===== config.mk =====
export PLATFORM = sky130hd
export DESIGN_NAME = prewish5k_controller
export DESIGN_NICKNAME = d
export VERILOG_FILES = /design/src/rtl/prewish5k_controller.sv
export SDC_FILE = /design/constraint.sdc
export NUM_CORES = 1
export LEC_CHECK = 0
export ABC_CLOCK_PERIOD_IN_PS = 2090
export CAP_MARGIN = 20
export CORE_ASPECT_RATIO = 0.7
export CORE_MARGIN = 2
export CORE_UTILIZATION = 58
export DETAILED_ROUTE_END_ITERATION = 10
export PLACE_DENSITY = 0.89
export SETUP_SLACK_MARGIN = 0.15
export SYNTH_ARGS = -nofsm -noshare
export SYNTH_HDL_FRONTEND = slang
export SYNTH_SLANG_ARGS = --single-unit
export TNS_END_PERCENT = 5

===== constraint.sdc =====
create_clock -name i_clk -period 2.09 [get_ports i_clk]
set_input_delay 0.209 -clock i_clk [delete_from_list [all_inputs] [get_ports i_clk]]
set_output_delay 0.209 -clock i_clk [all_outputs]
set_load 0.02 [all_outputs]

===== src/rtl/prewish5k_controller.sv =====
// Debounced button loads an active-low DIP mask that is blinked MSB-first on the_led.
// Define PREWISH_STATUS_LEDS_EN to drive o_led0..o_led3 with status; otherwise they stay 0.
module prewish5k_controller #(
  parameter int NEWMASK_CLK_BITS     = 26,
  parameter int BLINKY_MASK_CLK_BITS = 19,
  parameter int DEBOUNCE_CYCLES      = 32
) (
  input  logic       i_clk,
  input  logic       i_rst,
  input  logic       button_internal,
  input  logic [7:0] dip_switch,
  output logic       the_led,
  output logic       o_led0,
  output logic       o_led1,
  output logic       o_led2,
  output logic       o_led3
);

  localparam int DW = $clog2(DEBOUNCE_CYCLES + 1);
  localparam int LW = NEWMASK_CLK_BITS - 3;
  localparam int BW = BLINKY_MASK_CLK_BITS;
  localparam logic [DW-1:0] DEB_MAX = DW'(DEBOUNCE_CYCLES);
  localparam logic [DW-1:0] DEB_PRE = DW'(DEBOUNCE_CYCLES - 1);

  logic          r_sync1;
  logic          r_sync2;
  logic [DW-1:0] r_deb_cnt;
  logic          r_armed;
  logic          r_lock_active;
  logic [LW-1:0] r_lock_cnt;
  logic [BW-1:0] r_presc;
  logic [2:0]    r_idx;
  logic [7:0]    r_mask;
  logic          r_led;

  logic [DW-1:0] w_deb_next;
  logic          w_reach;
  logic          w_accept;
  logic          w_wrap;

  // Debounce next value, threshold crossing and acceptance qualification
  always_comb begin
    w_deb_next = '0;
    if (!r_sync2) begin
      w_deb_next = '0;
    end else if (r_deb_cnt == DEB_MAX) begin
      w_deb_next = DEB_MAX;
    end else begin
      w_deb_next = r_deb_cnt + DW'(1);
    end
    w_reach  = r_sync2 && (r_deb_cnt == DEB_PRE);
    w_accept = w_reach && r_armed && !r_lock_active;
    w_wrap   = &r_presc;
  end

  // Button synchronizer, debounce counter and re-arm flag
  always_ff @(posedge i_clk) begin
    if (i_rst) begin
      r_sync1   <= 1'b0;
      r_sync2   <= 1'b0;
      r_deb_cnt <= '0;
      r_armed   <= 1'b1;
    end else begin
      r_sync1   <= button_internal;
      r_sync2   <= r_sync1;
      r_deb_cnt <= w_deb_next;
      if (w_accept) begin
        r_armed <= 1'b0;
      end else if (!r_sync2) begin
        r_armed <= 1'b1;
      end else begin
        r_armed <= r_armed;
      end
    end
  end

  // Post-acceptance lockout: active for exactly 2^LW cycles
  always_ff @(posedge i_clk) begin
    if (i_rst) begin
      r_lock_active <= 1'b0;
      r_lock_cnt    <= '0;
    end else if (w_accept) begin
      r_lock_active <= 1'b1;
      r_lock_cnt    <= '0;
    end else if (r_lock_active) begin
      r_lock_active <= ~(&r_lock_cnt);
      r_lock_cnt    <= r_lock_cnt + LW'(1);
    end else begin
      r_lock_active <= 1'b0;
      r_lock_cnt    <= r_lock_cnt;
    end
  end

  // Blink prescaler and step index; acceptance outranks a same-cycle wrap
  always_ff @(posedge i_clk) begin
    if (i_rst) begin
      r_presc <= '0;
      r_idx   <= 3'd7;
    end else if (w_accept) begin
      r_presc <= '0;
      r_idx   <= 3'd7;
    end else begin
      r_presc <= r_presc + BW'(1);
      if (w_wrap) begin
        r_idx <= r_idx - 3'd1;
      end else begin
        r_idx <= r_idx;
      end
    end
  end

  // Mask capture and registered blink output
  always_ff @(posedge i_clk) begin
    if (i_rst) begin
      r_mask <= 8'd0;
      r_led  <= 1'b0;
    end else begin
      if (w_accept) begin
        r_mask <= ~dip_switch;
      end else begin
        r_mask <= r_mask;
      end
      r_led <= r_mask[r_idx];
    end
  end

  assign the_led = r_led;

`ifdef PREWISH_STATUS_LEDS_EN
  logic r_deb_at;
  logic r_loaded;

  // Status flags: debounced level and mask-loaded-since-reset
  always_ff @(posedge i_clk) begin
    if (i_rst) begin
      r_deb_at <= 1'b0;
      r_loaded <= 1'b0;
    end else begin
      r_deb_at <= (w_deb_next == DEB_MAX);
      r_loaded <= r_loaded | w_accept;
    end
  end

  assign o_led0 = r_deb_at;
  assign o_led1 = r_lock_active;
  assign o_led2 = r_loaded;
  assign o_led3 = r_presc[BW-1];
`else
  assign o_led0 = 1'b0;
  assign o_led1 = 1'b0;
  assign o_led2 = 1'b0;
  assign o_led3 = 1'b0;
`endif

endmodule


==> out/summary.txt <==
register area share after synthesis = 45.8%
clock power share = 45.4%
GRT overflow = 0
port bufs = 11
Max Cap Violations = 0
highest-count cells in the layout ignoring fill and taps = dfxtp_1, nor2_1, a21oi_1, nand3_1, o21ai_0
die height = 62.1 µm
synth unique cells = 37
H-tree levels = 3
endpoint class of the critical path = flop
Sink Count = 64
GR Layer Usage met3 = 6.34%
FP Rows = 21
Gates resized, CTS repair = 0
Initial Util = 59.4%
Gate Count Post-Synth = 314
core area = 0.00470 mm²
Tot Pwr = 2380 µW
number of top-level pins = 16
switching pwr = 483 µW
power density cells = 747 mW/mm²
final setup fails = 0
Least-Margin Pin Slew = 0.657 ns
pin count of the biggest net entering global routing = 28
worst vdd ir = 0.000522 V
Worst EP arrival = 2.02 ns
fill cell count = 366
worst-path cell chain = ha_1, nand3_1, buf_4, nor4_1, buf_4, and4_1, o21ai_0
vias in the first global route = 1940
post-synthesis register bit count = 64
Routed Antenna Nets = 0
GRT busiest layer = met2
family with the most delay on the worst path = simple AND/OR/NAND/NOR gates
Flop pwr share = 51.9%
hpwl dp = 3.66 mm
clock tree buffer depth = 2
commonest non-fill, non-tap cell in the layout = dfxtp_1
initial antenna violation count = 0
first-pass GRT wire length = 8.82 mm
Largest stage delay, worst path = 0.40 ns
DRC violations left = 0
cell-internal power = 1890 µW
Synth area leaders = dfxtp_1, nor2_1, xnor2_1
Antenna Cells = 0
outcome = complete, no violations
Net Sw Frac = 20.3%
Avg Synthesized Cell Area = 8.90 µm²
TritonCTS Buffers = 9
CP required = 2.30 ns
CTS tree = built
synth-to-layout area growth = 13.9%
Slew HR = 56.2%
initial drt markers = 222
LEAKAGE = 0.00111 µW
clk_lat worst skew = 0.34 ns
Avg WL per Cell = 13.6 µm
DR vias/cell = 5.73
layout cells sized above 1 = 8.96%
Worst Skew = 0.00718 ns
period utilisation layout = 86.4%
die width = 87.0 µm
hold buffers post-CTS = 0
slowest CP cell = dfxtp_1
drt first pass iters = 4
RSZ-0062 raised after global routing = no
TNS Setup = 0 ns
Netlist Area Pre-Place = 0.00280 mm²
DR vias = 2247
met1 usage = 29.1%
Fin. Hold Viols = 0
Reg clk slew, reported paths = 0.06 ns
NumNets Final = 347
M2 GR Usage = 33.5%
CP max FO = 8
Worst setup SP type = flop
GP Congestion = 0.814
CP Buf/Inv Count = 2
WL final = 5.33 mm
Final Slew Violations = 0
warnings from Yosys = 0
kind of critical path = flop to flop
Period minus WS final = 1.80 ns
DIE AREA = 0.00540 mm²
hold crit path type = input pin to flop
CP most frequent cell = buf_4
maximum achievable frequency = 0.554 GHz
Comb power frac = 2.7%
# Post-CTS Setup Buffers = 0
Synth top area share = 45.8%
global-route usage over all layers = 21.5%
largest area contributor in the netlist = dfxtp_1
Root Buffer = clkbuf_8
[stage by stage]
stage	std cells	setup WS [ns]	instance area [µm²]	utilization (%)	hold WS, ns
2_1_floorplan	317	0.344	2810	-	0.281
3_3_place_gp	377	0.345	2980	63.3	0.417
3_5_place_dp	377	0.304	2980	63.3	0.427
4_1_cts	392	0.283	3180	67.7	0.413
5_1_grt	392	0.156	3180	67.7	0.422
6_report	392	0.285	3180	67.7	0.421
[per-layer routing]
layer  part of all wire [%]  up-vias
met1                     49     1040
li1                       -     1150
met3                    4.8        6
met2                     46       51
met4                   0.94        0
met5                      0        -
[logic make-up (layout without fill, tap and decap cells)]
kind of cell	count (synthesis)	in the layout	share of synthesized area [%]
flip-flops	64	64	45.8
buffers and inverters	26	44	4.16
multiplexers	3	3	1.97
other	1	4	0.134
XOR/XNOR	26	26	8.15
AO/OA/AOI/OAI	54	54	11.3
AND/OR/NAND/NOR	135	135	26.2
adder cells (fa/ha/maj)	5	5	2.24
[worst paths after layout]
| path | from | endpoint | slack, ns | depth (start not counted) |
|---|---|---|---|---|
| hold reg to reg | r_sync1$_SDFF_PP0_ | r_sync2$_SDFF_PP0_ | 0.44 | 1 |
| setup / recovery | r_presc[0]$_SDFF_PP0_ | r_idx[2]$_SDFFE_PP1P_ | 0.29 | 7 |
| setup reg to reg | r_presc[0]$_SDFF_PP0_ | r_idx[2]$_SDFFE_PP1P_ | 0.29 | 7 |
| hold / removal | dip_switch[5] | r_mask[5]$_SDFFE_PP0P_ | 0.42 | 2 |
[cell type report]
class | count | area, µm² | area share (%)
timing repair buffer | 17 | 168 | 5.27
clock buffer | 12 | 165 | 5.19
clock inverter | 3 | 40.0 | 1.26
multi-input combinational | 227 | 1410 | 44.4
inverter | 12 | 45.0 | 1.42
tap | 57 | 71.3 | 2.24
sequential | 64 | 1280 | 40.3
[Yosys cell counts]
library cell,instances
nand2_1,15
nand4_1,15
ha_1,5
buf_2,3
conb_1,1
a21o_1,1
xnor2_1,13
nand2b_1,1
a31o_2,2
buf_4,4
nand3_1,16
and2_1,1
and3_1,8
o21a_1,3
mux2i_1,1
o211ai_1,1
nor2b_1,2
o31ai_1,2
xor2_1,13
or3_1,13
and4_1,7
nand4_4,1
a21oi_1,19
or4_4,2
dfxtp_1,64
a211oi_1,8
nor4_1,4
nor3_1,7
inv_1,12
or4_1,2
nand4bb_1,1
or3_2,1
mux4_2,2
a31oi_1,1
o21ai_0,17
clkbuf_1,7
nor2_1,39
[power groups by stage]
stage | Clock, µW | Combinational (µW) | Sequential, µW
after floorplan | 0 | 37.7 | 1260
after global routing | 1160 | 68.5 | 1230
after CTS | 1100 | 63.4 | 1230
after global placement | 0 | 62.1 | 1260
final | 1080 | 63.3 | 1230
after detailed placement | 0 | 63.4 | 1260
[sequential cells by signal (all words and copies together) (netlist names)]
signal and flops:
r_sync2 1, r_deb_cnt 6, r_lock_active 1, r_presc 19, r_lock_cnt 23, r_sync1 1
r_armed 1, the_led 1, r_idx 3, r_mask 8
Note: power is estimated with default switching activity, not from simulation.
